**src/rtl/cfg_col_sequencer_pkg.sv**
```systemverilog
// Shared definitions for the configuration-word path: default geometry and
// the sequencer state encoding used by the shifter and scan top as well.
package cfg_col_sequencer_pkg;

  localparam int CFG_LEN     = 7;
  localparam int CFG_N_COLS  = 24;
  localparam int CFG_TIMEOUT = 64;

  typedef enum logic [3:0] {
    ST_IDLE  = 4'd0,
    ST_SETUP = 4'd1,
    ST_LOAD  = 4'd2,
    ST_GUARD = 4'd3,
    ST_WAIT  = 4'd4,
    ST_NEXT  = 4'd5,
    ST_HOLD  = 4'd6,
    ST_DONE  = 4'd7,
    ST_ERR   = 4'd8
  } seq_state_t;

  // The sensor stays configured from SETUP through HOLD inclusive.
  function automatic logic sensor_en_state(input seq_state_t s);
    return (s == ST_SETUP) || (s == ST_LOAD) || (s == ST_GUARD) ||
           (s == ST_WAIT)  || (s == ST_NEXT) || (s == ST_HOLD);
  endfunction

endpackage

```
**src/rtl/cfg_col_sequencer_if.sv**
```systemverilog
// Host bank-write, scan-control and shifter handshake signals of the column
// sequencer; master is the sequencer side, slave is its environment.
interface cfg_col_sequencer_if
  import cfg_col_sequencer_pkg::*;
#(
  parameter int LEN    = CFG_LEN,
  parameter int N_COLS = CFG_N_COLS
);
  localparam int ADDR_W = $clog2(N_COLS);

  logic              i_wr_en;
  logic [ADDR_W-1:0] i_wr_addr;
  logic [LEN-1:0]    i_wr_data;
  logic              i_start;
  logic              i_abort;
  logic              i_ready;
  logic              o_load;
  logic [LEN-1:0]    o_data;
  logic [ADDR_W-1:0] o_col_sel;
  logic              o_sensor_en;
  logic              o_busy;
  logic              o_done;
  logic              o_error;

  modport master (
    input  i_wr_en, i_wr_addr, i_wr_data, i_start, i_abort, i_ready,
    output o_load, o_data, o_col_sel, o_sensor_en, o_busy, o_done, o_error
  );

  modport slave (
    output i_wr_en, i_wr_addr, i_wr_data, i_start, i_abort, i_ready,
    input  o_load, o_data, o_col_sel, o_sensor_en, o_busy, o_done, o_error
  );

endinterface

```
**src/rtl/cfg_word_bank.sv**
```systemverilog
// Per-column configuration word register file: synchronous-reset write port,
// asynchronous read so the word is ready in the same cycle as the load pulse.
module cfg_word_bank
  import cfg_col_sequencer_pkg::*;
#(
  parameter int  LEN    = CFG_LEN,
  parameter int  N_COLS = CFG_N_COLS,
  localparam int ADDR_W = $clog2(N_COLS)
) (
  input  logic              clk,
  input  logic              i_rst_n,
  input  logic              wr_en,
  input  logic [ADDR_W-1:0] wr_addr,
  input  logic [LEN-1:0]    wr_data,
  input  logic [ADDR_W-1:0] rd_addr,
  output logic [LEN-1:0]    rd_data
);

  localparam logic [ADDR_W-1:0] LAST_ADDR = ADDR_W'(N_COLS - 1);

  logic [LEN-1:0] words [N_COLS];

  // Addresses at or beyond N_COLS match no word, so such writes vanish.
  for (genvar gi = 0; gi < N_COLS; gi++) begin : g_word
    logic [LEN-1:0] word_reg;

    always_ff @(posedge clk) begin
      if (!i_rst_n) begin
        word_reg <= '0;
      end else if (wr_en && (wr_addr == ADDR_W'(gi))) begin
        word_reg <= wr_data;
      end
    end

    assign words[gi] = word_reg;
  end

  assign rd_data = (rd_addr <= LAST_ADDR) ? words[rd_addr] : '0;

endmodule

```
**src/rtl/cfg_col_sequencer.sv**
```systemverilog
// Walks the column word bank, handing one word per column to the shifter
// with a load pulse and a ready handshake guarded by a timeout.
module cfg_col_sequencer
  import cfg_col_sequencer_pkg::*;
#(
  parameter int LEN     = CFG_LEN,
  parameter int N_COLS  = CFG_N_COLS,
  parameter int TIMEOUT = CFG_TIMEOUT
) (
  input  logic                clk,
  input  logic                i_rst_n,
  cfg_col_sequencer_if.master bus
);

  localparam int ADDR_W = $clog2(N_COLS);
  localparam int TW     = $clog2(TIMEOUT) + 1;
  localparam logic [ADDR_W-1:0] LAST_COL  = ADDR_W'(N_COLS - 1);
  localparam logic [TW-1:0]     TIMER_END = TW'(TIMEOUT - 1);

  seq_state_t        state_reg, state_next;
  logic [ADDR_W-1:0] col_reg, col_next;
  logic [TW-1:0]     timer_reg, timer_next, timer_inc;
  logic              error_reg, error_next;
  logic              bank_wr_en;
  logic [LEN-1:0]    bank_rd_data;

  assign bank_wr_en = bus.i_wr_en && (state_reg == ST_IDLE);

  cfg_word_bank #(
    .LEN    (LEN),
    .N_COLS (N_COLS)
  ) u_bank (
    .clk     (clk),
    .i_rst_n (i_rst_n),
    .wr_en   (bank_wr_en),
    .wr_addr (bus.i_wr_addr),
    .wr_data (bus.i_wr_data),
    .rd_addr (col_reg),
    .rd_data (bank_rd_data)
  );

  // The timer runs from the load onward (GUARD included) and saturates.
  assign timer_inc = (timer_reg == '1) ? timer_reg : timer_reg + 1'b1;

  always_ff @(posedge clk) begin
    if (!i_rst_n) begin
      state_reg <= ST_IDLE;
      col_reg   <= '0;
      timer_reg <= '0;
      error_reg <= 1'b0;
    end else begin
      state_reg <= state_next;
      col_reg   <= col_next;
      timer_reg <= timer_next;
      error_reg <= error_next;
    end
  end

  always_comb begin
    state_next = state_reg;
    col_next   = col_reg;
    timer_next = timer_reg;
    error_next = error_reg;
    case (state_reg)
      ST_IDLE: begin
        if (bus.i_start) begin
          state_next = ST_SETUP;
          col_next   = '0;
          error_next = 1'b0;
        end
      end
      ST_SETUP: state_next = ST_LOAD;
      ST_LOAD: begin
        state_next = ST_GUARD;
        timer_next = '0;
      end
      // Shifter ready is not trustworthy in the cycle right after a load.
      ST_GUARD: begin
        state_next = ST_WAIT;
        timer_next = timer_inc;
      end
      ST_WAIT: begin
        if (bus.i_ready) begin
          state_next = ST_NEXT;
        end else if (timer_reg == TIMER_END) begin
          state_next = ST_ERR;
          error_next = 1'b1;
        end else begin
          timer_next = timer_inc;
        end
      end
      ST_NEXT: begin
        if (col_reg == LAST_COL) begin
          state_next = ST_HOLD;
        end else begin
          state_next = ST_LOAD;
          col_next   = col_reg + 1'b1;
        end
      end
      ST_HOLD: state_next = ST_DONE;
      ST_DONE: state_next = ST_IDLE;
      ST_ERR:  state_next = ST_IDLE;
      default: state_next = ST_IDLE;
    endcase
    // Abort freezes column, timer and error flag; only the state drops back.
    if ((state_reg != ST_IDLE) && bus.i_abort) begin
      state_next = ST_IDLE;
      col_next   = col_reg;
      timer_next = timer_reg;
      error_next = error_reg;
    end
  end

  assign bus.o_load      = (state_reg == ST_LOAD);
  assign bus.o_data      = (state_reg == ST_LOAD) ? bank_rd_data : '0;
  assign bus.o_col_sel   = col_reg;
  assign bus.o_sensor_en = sensor_en_state(state_reg);
  assign bus.o_busy      = (state_reg != ST_IDLE);
  assign bus.o_done      = (state_reg == ST_DONE);
  assign bus.o_error     = error_reg;

endmodule

```
**src/flat_wrapper.sv**
```systemverilog
// flat-port wrapper written by rule: the top's interface ports become plain ports
module cfg_col_sequencer_flat import cfg_col_sequencer_pkg::*;
#(
  parameter int LEN     = CFG_LEN,
  parameter int N_COLS  = CFG_N_COLS,
  parameter int TIMEOUT = CFG_TIMEOUT
)
  (clk, i_rst_n, bus_i_wr_en, bus_i_wr_addr, bus_i_wr_data, bus_i_start, bus_i_abort, bus_i_ready, bus_o_load, bus_o_data, bus_o_col_sel, bus_o_sensor_en, bus_o_busy, bus_o_done, bus_o_error);
  cfg_col_sequencer_if #(.LEN(LEN), .N_COLS(N_COLS)) bus_i ();
  input  logic clk;
  input  logic i_rst_n;
  input wire logic [$bits(bus_i.i_wr_en)-1:0] bus_i_wr_en;
  input wire logic [$bits(bus_i.i_wr_addr)-1:0] bus_i_wr_addr;
  input wire logic [$bits(bus_i.i_wr_data)-1:0] bus_i_wr_data;
  input wire logic [$bits(bus_i.i_start)-1:0] bus_i_start;
  input wire logic [$bits(bus_i.i_abort)-1:0] bus_i_abort;
  input wire logic [$bits(bus_i.i_ready)-1:0] bus_i_ready;
  output wire logic [$bits(bus_i.o_load)-1:0] bus_o_load;
  output wire logic [$bits(bus_i.o_data)-1:0] bus_o_data;
  output wire logic [$bits(bus_i.o_col_sel)-1:0] bus_o_col_sel;
  output wire logic [$bits(bus_i.o_sensor_en)-1:0] bus_o_sensor_en;
  output wire logic [$bits(bus_i.o_busy)-1:0] bus_o_busy;
  output wire logic [$bits(bus_i.o_done)-1:0] bus_o_done;
  output wire logic [$bits(bus_i.o_error)-1:0] bus_o_error;
  assign bus_i.i_wr_en = bus_i_wr_en;
  assign bus_i.i_wr_addr = bus_i_wr_addr;
  assign bus_i.i_wr_data = bus_i_wr_data;
  assign bus_i.i_start = bus_i_start;
  assign bus_i.i_abort = bus_i_abort;
  assign bus_i.i_ready = bus_i_ready;
  assign bus_o_load = bus_i.o_load;
  assign bus_o_data = bus_i.o_data;
  assign bus_o_col_sel = bus_i.o_col_sel;
  assign bus_o_sensor_en = bus_i.o_sensor_en;
  assign bus_o_busy = bus_i.o_busy;
  assign bus_o_done = bus_i.o_done;
  assign bus_o_error = bus_i.o_error;
  cfg_col_sequencer #(.LEN(LEN), .N_COLS(N_COLS), .TIMEOUT(TIMEOUT)) u_core (.clk(clk), .i_rst_n(i_rst_n), .bus(bus_i));
endmodule
```
**config.mk**
```make
export PLATFORM = sky130hd
export DESIGN_NAME = cfg_col_sequencer_flat
export DESIGN_NICKNAME = d
export VERILOG_FILES = /design/src/rtl/cfg_col_sequencer_pkg.sv /design/src/rtl/cfg_col_sequencer_if.sv /design/src/rtl/cfg_word_bank.sv /design/src/rtl/cfg_col_sequencer.sv /design/src/flat_wrapper.sv
export SDC_FILE = /design/constraint.sdc
export NUM_CORES = 1
export LEC_CHECK = 0
export ABC_AREA = 1
export CAP_MARGIN = 20
export CORE_ASPECT_RATIO = 0.75
export CORE_MARGIN = 4
export CORE_UTILIZATION = 32
export DETAILED_ROUTE_END_ITERATION = 7
export PLACE_DENSITY = 0.44
export SETUP_SLACK_MARGIN = 0.2
export SYNTH_ARGS = -nofsm -noshare
export SYNTH_HDL_FRONTEND = slang
export SYNTH_SLANG_ARGS = --single-unit
```
**constraint.sdc**
```tcl
create_clock -name clk -period 2.41 [get_ports clk]
set_clock_uncertainty 0.1 [all_clocks]
set_input_delay 0.3615 -clock clk [delete_from_list [all_inputs] [get_ports clk]]
set_output_delay 0.3615 -clock clk [all_outputs]
set_load 0.05 [all_outputs]
```
# Yosys cells after proc, flatten, opt, wreduce, memory -nomap -nowiden
# Cells that the tools add are included.
# totals
in_bits	18
out_inout_bits	17
reg_bits	185
# classes
n_eq_ne	39
n_lt_le_gt_ge	2
mux	21
n_addsub	2
reduce_logical	42
bitwise	3
# ops
operator	n
2-to-1 mux 7 bit	7
equality test 5 bit, second input constant	9
equality test 5 x 4 -> 1 bit, second input constant	8
binary-select mux 7 bit (select 5 bit)	1
case mux 4 bit (7 select lines)	1
logical AND 1 bit	26
case mux 7 bit (3 select lines)	1
equality test 5 x 3 -> 1 bit, second input constant	4
equality test 4 x 3 -> 1 bit, second input constant	4
2-to-1 mux 4 bit	3
equality test 5 x 2 -> 1 bit, second input constant	2
2-to-1 mux 5 bit	2
case mux 5 bit (2 select lines)	1
equality test 4 x 2 -> 1 bit, second input constant	2
!= test 2 bit, second input constant	4
AND reduction 4 bit	2
adder 7 x 1 -> 7 bit, second input constant	1
equality test 7 x 6 -> 1 bit, second input constant	1
equality test 7 bit, second input constant	1
greater-or-equal comparator 6 bit, second input constant	1
inverter 5 -> 6 bit	1
adder 5 x 1 -> 5 bit, second input constant	1
equality test 5 x 1 -> 1 bit, second input constant	1
less-or-equal comparator 5 bit, second input constant	1
other kinds (16)	24

# Logic depth before layout (Yosys ltp)
# depth
word_depth	6
ltp_mapped	11

# Hierarchy
# A second synthesis with hierarchy kept.
# unflattened
cells_unflattened	1325
hier_area_um2	8921.1
# modules_own_cells
mod	instances	cells_per_inst	area_each_um2	seq_area_each_um2
cfg_word_bank	1	1141	7731.2	3363.2
cfg_col_sequencer	1	184	1189.9	340.3

# Worst setup path before layout
# Ideal clock, no wire load.
# synth_path
kind	reg2out
start	register u_core.col_reg[0], in the netlist u_core.bus.o_col_sel[0]
end	output bus_o_data[0]
arrival_ps	2440
path_stages_with_launch	10
slack_ps	-492
path_buffers	3
path_cell_list	dfxtp_1 buf_2 buf_2 buf_2 nor2_1 nor2_1 o21ai_0 o211ai_1 nand3_1 a21oi_1
# synth_via
elab_chain_len	6
word_cells_on_any_way	7
# synth_rtl
element	line_no	source
from (decl)	cfg_col_sequencer.sv:21	logic [ADDR_W-1:0] col_reg, col_next;
from (signal assigned)	cfg_col_sequencer.sv:53	col_reg <= col_next;
inverter 5 -> 6 bit (implied by the code)	cfg_word_bank.sv:38	assign rd_data = (rd_addr <= LAST_ADDR) ? words[rd_addr] : '0;
binary-select mux 7 bit (select 5 bit)	cfg_word_bank.sv:38	
2-to-1 mux 7 bit (implied by the code) (2 in a row)	cfg_word_bank.sv:38	
2-to-1 mux 7 bit *	cfg_word_bank.sv:38	
2-to-1 mux 7 bit *	cfg_col_sequencer.sv:115	assign bus.o_data = (state_reg == ST_LOAD) ? bank_rd_data : '0;
to (decl)	flat_wrapper.sv:19	output wire logic [$bits(bus_i.o_data)-1:0] bus_o_data;
# Every way passes the cells marked *; elsewhere a longest branch is shown, timed or not. The select of a mux whose other input is x is not followed.

# Worst setup path in the final report
# layout_path
start	register u_core.col_reg[0], in the netlist u_core.bus.o_col_sel[0]
end	output bus_o_data[5]
# Same word-level chain as after synthesis.

==> results.toml <==
[setup_path]
required_ns = 1.95
r2r_cells = 9
crit_path_end_kind = "output port"
critPathKind = "reg -> out"
path_max_fanout = 7
start_kind = "flip-flop"
critPathArrivalTime_ns = 2.10

[global_route]
antenna_found_initial = 0
grt_max_degree = 76
grt_use_total = 0.189
grt_pass1_wl_um = 46400
grt_pass1_vias = 7669
gr-total-overflow = 0

[floorplan]
design.core.area_sq_um = 28200
ios = 35
fp-row-count = 53
initial_core_util = 0.326
fp.dieW_um = 204
die_h_um = 155
dieArea_sq_um = 31500

[yosys]
synth.most_common_cell = "nand2_1"
synthTopCellsByCount = "nand2_1 (187), dfxtp_1 (185), nor2_1 (168)"
synth_edf_count = 0
ys_seq_area_frac = 0.403
ys_seq_elements = 185
yosysWarnings = 0
synth_fa_ha_area_frac = 0.00272
synthSimpleGateAreaFrac = 0.264
synthDominantCellAreaShare = 0.403
synth-async-reset-ratio = 0
synth_compound_area_frac = 0.215
muxShareOfSynthArea = 0
synth_cells = 1271
avgSynthCellArea_sq_um = 7.23
synth_top_cell_by_area = "dfxtp_1"
syn_area_sq_um = 9190
synth.top_cells.by_area = "dfxtp_1 (40%), nand2_1 (7.6%), nor2_1 (6.9%)"
synth-xor-area-share = 0.000953
yosysUniqueCellTypes = 39
synth_top_family_by_area = "simple AND/OR/NAND/NOR gates"
ys.flop_type = "dfxtp_1"
synth.net_count = 1291

[cts]
cts.sinks = 185
insertion_delay_ns = 0.44
cts_htree_levels = 4
cts_made_buffers = 17
clkTransAtPathRegs_ns = 0.08
cts_tree = "built"
cts-root-buf = "clkbuf_16"
ctsHoldBuffers = 0
cts.path.max_buffers = 2

[cells_and_area]
largest_reg_flops = 168
post-route-util = 0.402
drive_gt1_frac = 0.202
fin_nets = 1314
antenna_cells = 0
fillers = 2947
area_growth_pct = 23.3
fin_cells = 1692

[pwr]
p_leak_nw = 4.44
ir_worst_vdd_uv = 471
power_density_nw_per_um2 = 802

[sta]
tightestPinTransition_ns = 0.532
finalMaxSlewViolations = 0
fmax_mhz = 390
setup_ws_ns = -0.152
fin_hold_ws_ns = 0.331
hold_viol_final = 0
post-route-period-util = 1.06
rsz0062_at_grt = "true"
maxSlewHeadroom = 0.645
min_period_ns = 2.56
setup_viol_count_final = 7

[drt]
vias = 8038
viasPerCell = 4.75
postRouteAntennaNets = 0
drc = 0
drt_wl_total_um = 29000
dr.pass1.iters = 5
drt_iter0_drc = 492
routedWlPerCell_um = 17.1

[run_status]
violations = "negative setup slack"
status = "finished, violations left"

[job]
maxCapViolations = 0

[min_path]
holdPathStages = 3
hp-class = "in -> reg"

[place]
hpwl_um = 18800
io_buffer_count = 34
dp_cells = 1646
gp_congestion = 0.805
timing repair:
action	4_1_cts	5_1_grt
pin swaps	32	8
buffers inserted	9	0
gates resized for setup	76	19
cloned	5	0
setup endpoints to repair	11	13
final cells by class:
class | instances | area, sq um | area share
multi-input combinational | 851 | 4820 | 0.426
sequential | 185 | 3720 | 0.328
timing repair buffer | 94 | 1170 | 0.104
inverter | 145 | 554 | 0.0489
tap | 385 | 482 | 0.0425
clock buffer | 20 | 447 | 0.0394
clock inverter | 12 | 125 | 0.0110
critical path, stage by stage (launching register included):
cell	delay, ns
dfxtp_4	0.41
buf_12	0.17
bufbuf_16	0.27
nand2_1	0.06
nand3_1	0.08
nand3_1	0.07
nand3_1	0.08
nand2_2	0.10
nand2_2	0.07
a21oi_4	0.19
buf_12	0.15
final timing paths:
| kind | from | endpoint | slack, ns |
|---|---|---|---|
| hold reg to reg | u_core.u_bank.g_word[10].word_reg[2]$_SDFFE_PN0P_ | u_core.u_bank.g_word[10].word_reg[2]$_SDFFE_PN0P_ | 0.35 |
| hold / removal | i_rst_n | u_core.u_bank.g_word[0].word_reg[4]$_SDFFE_PN0P_ | 0.33 |
| setup / recovery | u_core.bus.o_col_sel[0]$_SDFFE_PN0P_ | bus_o_data[5] | -0.15 |
| setup reg to reg | u_core.bus.o_col_sel[0]$_SDFFE_PN0P_ | u_core.bus.o_col_sel[0]$_SDFFE_PN0P_ | 0.36 |
cell usage in the layout, fill, tap and decap left out, types with 4 or more instances in the layout:
master | synthesis | routed
inv_1 | 141 | 139
nor2_1 | 168 | 163
a21oi_2 | 9 | 9
a211oi_2 | 15 | 15
nor2_4 | 2 | 5
dfxtp_2 | 0 | 4
nor3_1 | 5 | 5
nand2_1 | 187 | 169
o21ai_0 | 109 | 102
o21ai_1 | 20 | 27
buf_4 | 14 | 39
nand3_1 | 110 | 67
a21oi_1 | 98 | 91
a211oi_1 | 56 | 56
nor2_2 | 19 | 21
clkbuf_16 | 0 | 17
nand2_2 | 9 | 26
dlygate4sd2_1 | 0 | 4
nand3_2 | 1 | 43
nor2_8 | 8 | 8
clkinv_2 | 0 | 6
nor3_4 | 5 | 5
clkinvlp_4 | 0 | 4
dfxtp_1 | 185 | 178
a21oi_4 | 0 | 7
clkdlybuf4s50_1 | 0 | 18
o211ai_1 | 15 | 15
buf_12 | 5 | 24
cells by family (layout without fill, tap and decap cells):
| group | after synthesis | in the layout |
|---|---|---|
| and+or+nand+nor | 521 | 521 |
| AOI/OAI and AO/OA | 327 | 327 |
| buffers and inverters | 235 | 271 |
| DFF | 185 | 185 |
| adders and majority gates | 2 | 2 |
| xor gates and xnor gates | 1 | 1 |
power by group:
| part | internal [mW] | switching [mW] |
|---|---|---|
| Clock | 1.55 | 1.29 |
| Sequential | 3.19 | 0.117 |
| Combinational | 1.04 | 1.90 |
| Total | 5.78 | 3.31 |
routing by layer:
layer / wire [um] / GRT usage
met1: 16000 / 0.292
met3: 687 / 0.0308
met4: 232 / 0.0372
met5: 0 / 0
met2: 12100 / 0.277
stage by stage:
stage                     setup WS [ns]  setup TNS, ns  total power [mW]  area (sq um)
final                            -0.152         -0.939              9.08         11300
after global routing             -0.279          -1.73              9.58         11300
after CTS                        -0.165          -1.09              9.13         11300
after detailed placement         0.0276              0              5.94         10200
after global placement           0.0392              0              5.96         10200
after floorplan                   0.216              0              5.06          9300
(Power assumes the default switching activity.)
